**config.mk**
```make
export PLATFORM = sky130hd
export DESIGN_NAME = orb_packer_nch
export DESIGN_NICKNAME = d
export VERILOG_FILES = /design/src/rtl/orb_packer_nch.sv
export SDC_FILE = /design/constraint.sdc
export NUM_CORES = 1
export LEC_CHECK = 0
export CORE_UTILIZATION = 44
export CTS_CLUSTER_DIAMETER = 40
export CTS_CLUSTER_SIZE = 20
export DETAILED_ROUTE_END_ITERATION = 16
export GPL_ROUTABILITY_DRIVEN = 1
export PLACE_DENSITY = 0.83
export SLEW_MARGIN = 20
export SYNTH_ARGS = -nofsm -noshare
export SYNTH_HDL_FRONTEND = slang
export SYNTH_SLANG_ARGS = --single-unit
```
**constraint.sdc**
```tcl
create_clock -name clk -period 7 [get_ports clk]
set_input_delay 0.7 -clock clk [delete_from_list [all_inputs] [get_ports clk]]
set_output_delay 0.7 -clock clk [all_outputs]
set_load 0.01 [all_outputs]
```
**src/rtl/orb_packer_nch.sv**
```systemverilog
// N-channel orbital frame packer: round-robin drains fast/slow word FIFOs in fixed bursts
// into the ping-pong orbital RAM, flagging bursts that straddle a bank swap.
module orb_packer_nch #(
  parameter int unsigned NCH  = 5,
  parameter int unsigned DW   = 12,
  parameter int unsigned AW   = 11,
  parameter int unsigned UW   = 5,
  parameter int unsigned FLEN = 16,
  parameter int unsigned SLEN = 4
) (
  input  logic              clk,
  input  logic              rst,
  input  logic              SW,
  input  logic [NCH*UW-1:0] usedwF,
  input  logic [NCH*DW-1:0] fData,
  input  logic [NCH*UW-1:0] usedwS,
  input  logic [NCH*DW-1:0] sData,
  input  logic [NCH*AW-1:0] sAddr,
  output logic [NCH-1:0]    rAckF,
  output logic [NCH-1:0]    rAckS,
  output logic [AW-1:0]     wAddr,
  output logic [DW-1:0]     orbWord,
  output logic              WE,
  output logic              wBank,
  output logic              busy,
  output logic [NCH-1:0]    late
);

  localparam int unsigned CW = (NCH > 1) ? $clog2(NCH) : 1;

  typedef enum logic [1:0] {S_IDLE, S_BURST, S_FLUSH} state_e;

  state_e         state_q, state_d;
  logic [CW-1:0]  ptr_q, ptr_d;
  logic [CW-1:0]  gnt_q, gnt_d;
  logic           fast_q, fast_d;
  logic [UW-1:0]  rem_q, rem_d;
  logic [UW-1:0]  rd_idx_q, rd_idx_d;
  logic [AW-1:0]  base_q, base_d;
  logic [AW-1:0]  waddr_q, waddr_d;
  logic [NCH-1:0] rack_f_q, rack_f_d;
  logic [NCH-1:0] rack_s_q, rack_s_d;
  logic [NCH-1:0] late_q, late_d;
  logic           we_q, we_d;
  logic           wbank_q, wbank_d;
  logic           busy_q, busy_d;

  logic [NCH-1:0] elig_f, elig_s;
  logic           found_f, found_s;
  logic [CW-1:0]  sel_f, sel_s, gsel;
  logic [AW-1:0]  gaddr;
  logic [NCH-1:0] gonehot;
  logic [DW-1:0]  word_mux;

  always_comb begin
    elig_f = '0;
    elig_s = '0;
    for (int unsigned c = 0; c < NCH; c++) begin
      elig_f[c] = usedwF[c*UW +: UW] >= UW'(FLEN);
      elig_s[c] = usedwS[c*UW +: UW] >= UW'(SLEN);
    end
  end

  // Round-robin scan from ptr; fast and slow winners found in the same pass.
  always_comb begin
    int unsigned idx;
    idx     = 0;
    found_f = 1'b0;
    found_s = 1'b0;
    sel_f   = '0;
    sel_s   = '0;
    for (int unsigned i = 0; i < NCH; i++) begin
      idx = 32'(ptr_q) + i;
      if (idx >= NCH) idx = idx - NCH;
      if (!found_f && elig_f[CW'(idx)]) begin
        found_f = 1'b1;
        sel_f   = CW'(idx);
      end
      if (!found_s && elig_s[CW'(idx)]) begin
        found_s = 1'b1;
        sel_s   = CW'(idx);
      end
    end
    gsel = found_f ? sel_f : sel_s;
  end

  always_comb begin
    gaddr    = '0;
    gonehot  = '0;
    word_mux = '0;
    for (int unsigned c = 0; c < NCH; c++) begin
      if (gsel == CW'(c)) begin
        gaddr      = sAddr[c*AW +: AW];
        gonehot[c] = 1'b1;
      end
      if (gnt_q == CW'(c)) word_mux = fast_q ? fData[c*DW +: DW] : sData[c*DW +: DW];
    end
  end

  always_comb begin
    state_d  = state_q;
    ptr_d    = ptr_q;
    gnt_d    = gnt_q;
    fast_d   = fast_q;
    rem_d    = rem_q;
    rd_idx_d = rd_idx_q;
    base_d   = base_q;
    waddr_d  = waddr_q;
    rack_f_d = rack_f_q;
    rack_s_d = rack_s_q;
    late_d   = late_q;
    we_d     = 1'b0;
    wbank_d  = wbank_q;
    busy_d   = busy_q;

    // Write stage: each rdreq of the last cycle becomes a RAM write this cycle.
    if ((|rack_f_q) || (|rack_s_q)) begin
      we_d     = 1'b1;
      waddr_d  = base_q + AW'(rd_idx_q);
      rd_idx_d = rd_idx_q + 1'b1;
    end

    // wbank_q holds ~SW at burst start, so SW == wbank_q means the framer swapped.
    if (state_q != S_IDLE && SW == wbank_q) begin
      for (int unsigned c = 0; c < NCH; c++) begin
        if (gnt_q == CW'(c)) late_d[c] = 1'b1;
      end
    end

    case (state_q)
      S_IDLE: begin
        if (found_f || found_s) begin
          gnt_d    = gsel;
          fast_d   = found_f;
          wbank_d  = ~SW;
          busy_d   = 1'b1;
          rem_d    = found_f ? UW'(FLEN - 1) : UW'(SLEN - 1);
          rd_idx_d = '0;
          base_d   = gaddr + (found_f ? AW'(0) : AW'(FLEN));
          rack_f_d = found_f ? gonehot : '0;
          rack_s_d = found_f ? '0 : gonehot;
          ptr_d    = (gsel == CW'(NCH - 1)) ? '0 : gsel + 1'b1;
          state_d  = S_BURST;
        end
      end
      S_BURST: begin
        if (rem_q == '0) begin
          rack_f_d = '0;
          rack_s_d = '0;
          state_d  = S_FLUSH;
        end else begin
          rem_d = rem_q - 1'b1;
        end
      end
      S_FLUSH: begin
        busy_d  = 1'b0;
        state_d = S_IDLE;
      end
      default: state_d = S_IDLE;
    endcase
  end

  always_ff @(posedge clk) begin
    if (!rst) begin
      state_q  <= S_IDLE;
      ptr_q    <= '0;
      gnt_q    <= '0;
      fast_q   <= 1'b0;
      rem_q    <= '0;
      rd_idx_q <= '0;
      base_q   <= '0;
      waddr_q  <= '0;
      rack_f_q <= '0;
      rack_s_q <= '0;
      late_q   <= '0;
      we_q     <= 1'b0;
      wbank_q  <= 1'b0;
      busy_q   <= 1'b0;
    end else begin
      state_q  <= state_d;
      ptr_q    <= ptr_d;
      gnt_q    <= gnt_d;
      fast_q   <= fast_d;
      rem_q    <= rem_d;
      rd_idx_q <= rd_idx_d;
      base_q   <= base_d;
      waddr_q  <= waddr_d;
      rack_f_q <= rack_f_d;
      rack_s_q <= rack_s_d;
      late_q   <= late_d;
      we_q     <= we_d;
      wbank_q  <= wbank_d;
      busy_q   <= busy_d;
    end
  end

  // FIFO q only becomes valid in the write cycle, so the data path is a gated mux.
  assign orbWord = we_q ? word_mux : '0;
  assign rAckF   = rack_f_q;
  assign rAckS   = rack_s_q;
  assign wAddr   = waddr_q;
  assign WE      = we_q;
  assign wBank   = wbank_q;
  assign busy    = busy_q;
  assign late    = late_q;

endmodule

```
==> flow_summary.ini <==
[worst_setup_path]
cp.required_ns = 7.21
reg2reg_to = base_q[8]
crit_arrival_ns = 6.64
cp_max_fo = 14
worst-setup-path-type = reg2reg
r2r_start = ptr_q[1]
rr_worst_depth = 22
start_kind = register
ff2ff_setup_slack_ns = 0.57
worstSetupEndpointType = register

[detailed_routing]
first_iter_violations = 753
wire_per_inst_um = 19.56
drc = 0
drt_wl_total_mm = 23.40
first_pass_iters = 5
via_count = 7284
vias_per_cell = 6.090
antenna_left = 0

[yosys]
syn_nets = 1047
yosys_warnings = 0
netlist_area_um2 = 6329
synthFlopType = dfxtp_1
syn_area_per_cell_um2 = 7.950
postSynthCellCount = 796
synth_edf_count = 0
yosysUniqueCellTypes = 101
ys_seq_area_frac = 0.1866
async_flop_share = 0
synth_seq_cells = 59

[clock_network]
ctsHoldBuffers = 0
cts-root-buf = clkbuf_16
htree_levels = 3
clk_path_buf_depth = 2
clk_latency_ns = 0.33
clkTransAtPathRegs_ns = 0.05
cts-resized-gates = 0
numCtsBuffers = 9
post_cts_buffers = 0
tritoncts = built
clock-sinks = 59

[timing]
finalSetupViolCount = 0
max_freq_mhz = 155.6
finClkSkew_ns = 0.005146
tightest_slew_ns = 1.068
final_hold_viol_count = 0
finalCriticalPeriod_ns = 6.429
min_period_over_period = 0.9184
maxSlewViolCount = 0
rsz0062_at_grt = false
max_slew_margin = 0.2863
setup_tns_ns = 0
fin_hold_ws_ns = 0.4612

[power]
p_total_mw = 4.904
p_int_mw = 2.393
p_per_area_nw_per_um2 = 534.0
pwr-share-clk = 0.104
power_frac_comb = 0.773
p_sw_frac = 0.5120
vdd.ir_drop.worst_v = 0.0005647
leakage_nw = 3.456
seq_power_share = 0.123
switchingPower_mw = 2.511

[placement]
gp_congestion = 0.9634
hpwl_mm = 17.97
io_buffers = 238
place_area_um2 = 8841
dp.cells = 1180

[cells_and_area]
layout_common_cells = 238 x clkdlybuf4s50_1, 63 x mux2i_1, 58 x dfxtp_1, 58 x nand2_1, 41 x o21ai_0
diodes = 0
layout_commonest_cell = clkdlybuf4s50_1
stdcell_area_um2 = 9184
fillers = 1136
multi_input_area_um2 = 4857
instances_no_fill = 1196
area_growth_pct = 45.12
seq_area_um2 = 1185
layout-drive-gt1-share = 0.09350
layout.nets = 1262

[status]
outcome = completed

[floorplanning]
io_pins = 269
dieArea_um2 = 14870
fp-row-count = 43
fp.dieW_um = 121.9
design.core.area_um2 = 13930
initial_utilization = 0.4542
die-height_um = 121.9

[worst_hold_path]
whs_endpoint = late[3]
worstHoldPathCells = 1
min_from = late[3]
hold_class = reg2reg

[global_routing]
first_global_vias = 6657
grt-ovfl-total = 0
antenna_found_initial = 0
track_usage = 0.3063
grt_max_degree = 74
grt_pass1_wl_mm = 35.25

[run]
maxCapViolations = 0
==> cells in the mapped netlist, drive strengths merged (4+ instances only) <==
master    n  share of area
mux2i    64           0.10
nand2    60          0.037
dfxtp    59           0.19
a21oi    42          0.036
o21ai    42          0.033
nor2     41          0.025
nor2b    35          0.035
clkbuf   31          0.018
nor3     30          0.028
and2     26          0.026
inv      25          0.015
a211oi   24          0.032
ha       21          0.042
o22ai    20          0.020
mux2     17          0.031
buf      16          0.014
nand2b   16          0.016
nand3    16          0.013
o221ai   15          0.022
xnor2    15          0.022
a22oi    12          0.014
o21a     11          0.013
or3      11          0.011
a21boi    9          0.011
o211a     9          0.014
o211ai    9          0.012
xor2      8          0.011
a21o      7         0.0083
a31oi     7         0.0069
nand4     7         0.0069
and3      6         0.0059
nor4      6         0.0059
o31a      6         0.0083
o31ai     5         0.0059
o2111ai   4         0.0093
o311ai    4         0.0055
or2       4         0.0040
==> worst max-delay path, cell delays in order (launching register included) <==
cell and delay (ns):
dfxtp_1 0.55, inv_1 0.26, ha_1 0.70, inv_1 0.34
and3_1 0.26, a311oi_1 0.36, o2111ai_2 0.21, nor3_4 0.24
o2111ai_4 0.24, a211o_2 0.32, o21a_2 0.30, inv_2 0.20
ha_1 0.18, ha_1 0.41, buf_4 0.26, and2_1 0.14
a311oi_1 0.05, o211ai_1 0.13, o21a_1 0.16, ha_1 0.18
o221ai_1 0.19, or3_1 0.36, a32o_1 0.26
==> kinds of logic after synthesis <==
kind of cell	Yosys count	share of synthesized area
and+or+nand+nor	278	0.2412
muxes	82	0.1362
buffers and inverters	72	0.04745
AOI/OAI and AO/OA	259	0.3076
DFF	59	0.1866
adders and majority gates	23	0.04784
xor gates and xnor gates	23	0.03302
==> per-layer routing <==
layer,global-route usage,part of all wire,vias to the layer above
li1,-,-,3451
met1,0.4140,0.43,3406
met2,0.4838,0.45,378
met3,0.06929,0.088,49
met4,0.08873,0.024,0
met5,0,0,-
==> flip-flops by register name, summed over array words and instances (netlist names) <==
name      flops
gnt_q         3
fast_q        1
ptr_q         3
rAckF         5
rd_idx_q      5
late          5
rAckS         5
WE            1
busy          1
state_q       2
wAddr        11
base_q       11
wBank         1
rem_q         5
==> how the worst max path moves through the flow <==
stage	start	endpoint	slack [ns]	cells after the start
after detailed placement	ptr_q[1]	base_q[8]	0.76	22
after floorplan	ptr_q[1]	base_q[8]	1.28	27
after CTS	ptr_q[1]	base_q[8]	0.71	22
after global routing	ptr_q[1]	base_q[8]	0.13	21
after global placement	ptr_q[1]	base_q[8]	0.87	22
final	ptr_q[1]	base_q[8]	0.57	22
==> per-stage QoR <==
stage                       util  setup WS, ns
after floorplan                -         1.284
after CTS                 0.6591        0.7052
after detailed placement  0.6345        0.7605
after global placement    0.6345        0.8689
after global routing      0.6591        0.1342
final                     0.6591        0.5713
==> layout make-up <==
class                      count  area share
multi-input combinational    665      0.5289
timing repair buffer         251      0.2700
sequential                    59      0.1290
clock buffer                  11     0.02643
tap                          180     0.02452
clock inverter                 5     0.01090
inverter                      25     0.01022
==> power by group through the flow <==
stage | combinational [mW] | clock (mW) | sequential (mW)
after global placement | 3.61 | 0 | 0.597
after global routing | 4.12 | 0.526 | 0.616
after CTS | 3.73 | 0.511 | 0.598
after detailed placement | 3.67 | 0 | 0.602
final | 3.79 | 0.509 | 0.602
after floorplan | 2.74 | 0 | 0.508
Note: power is estimated with default switching activity, not from simulation.
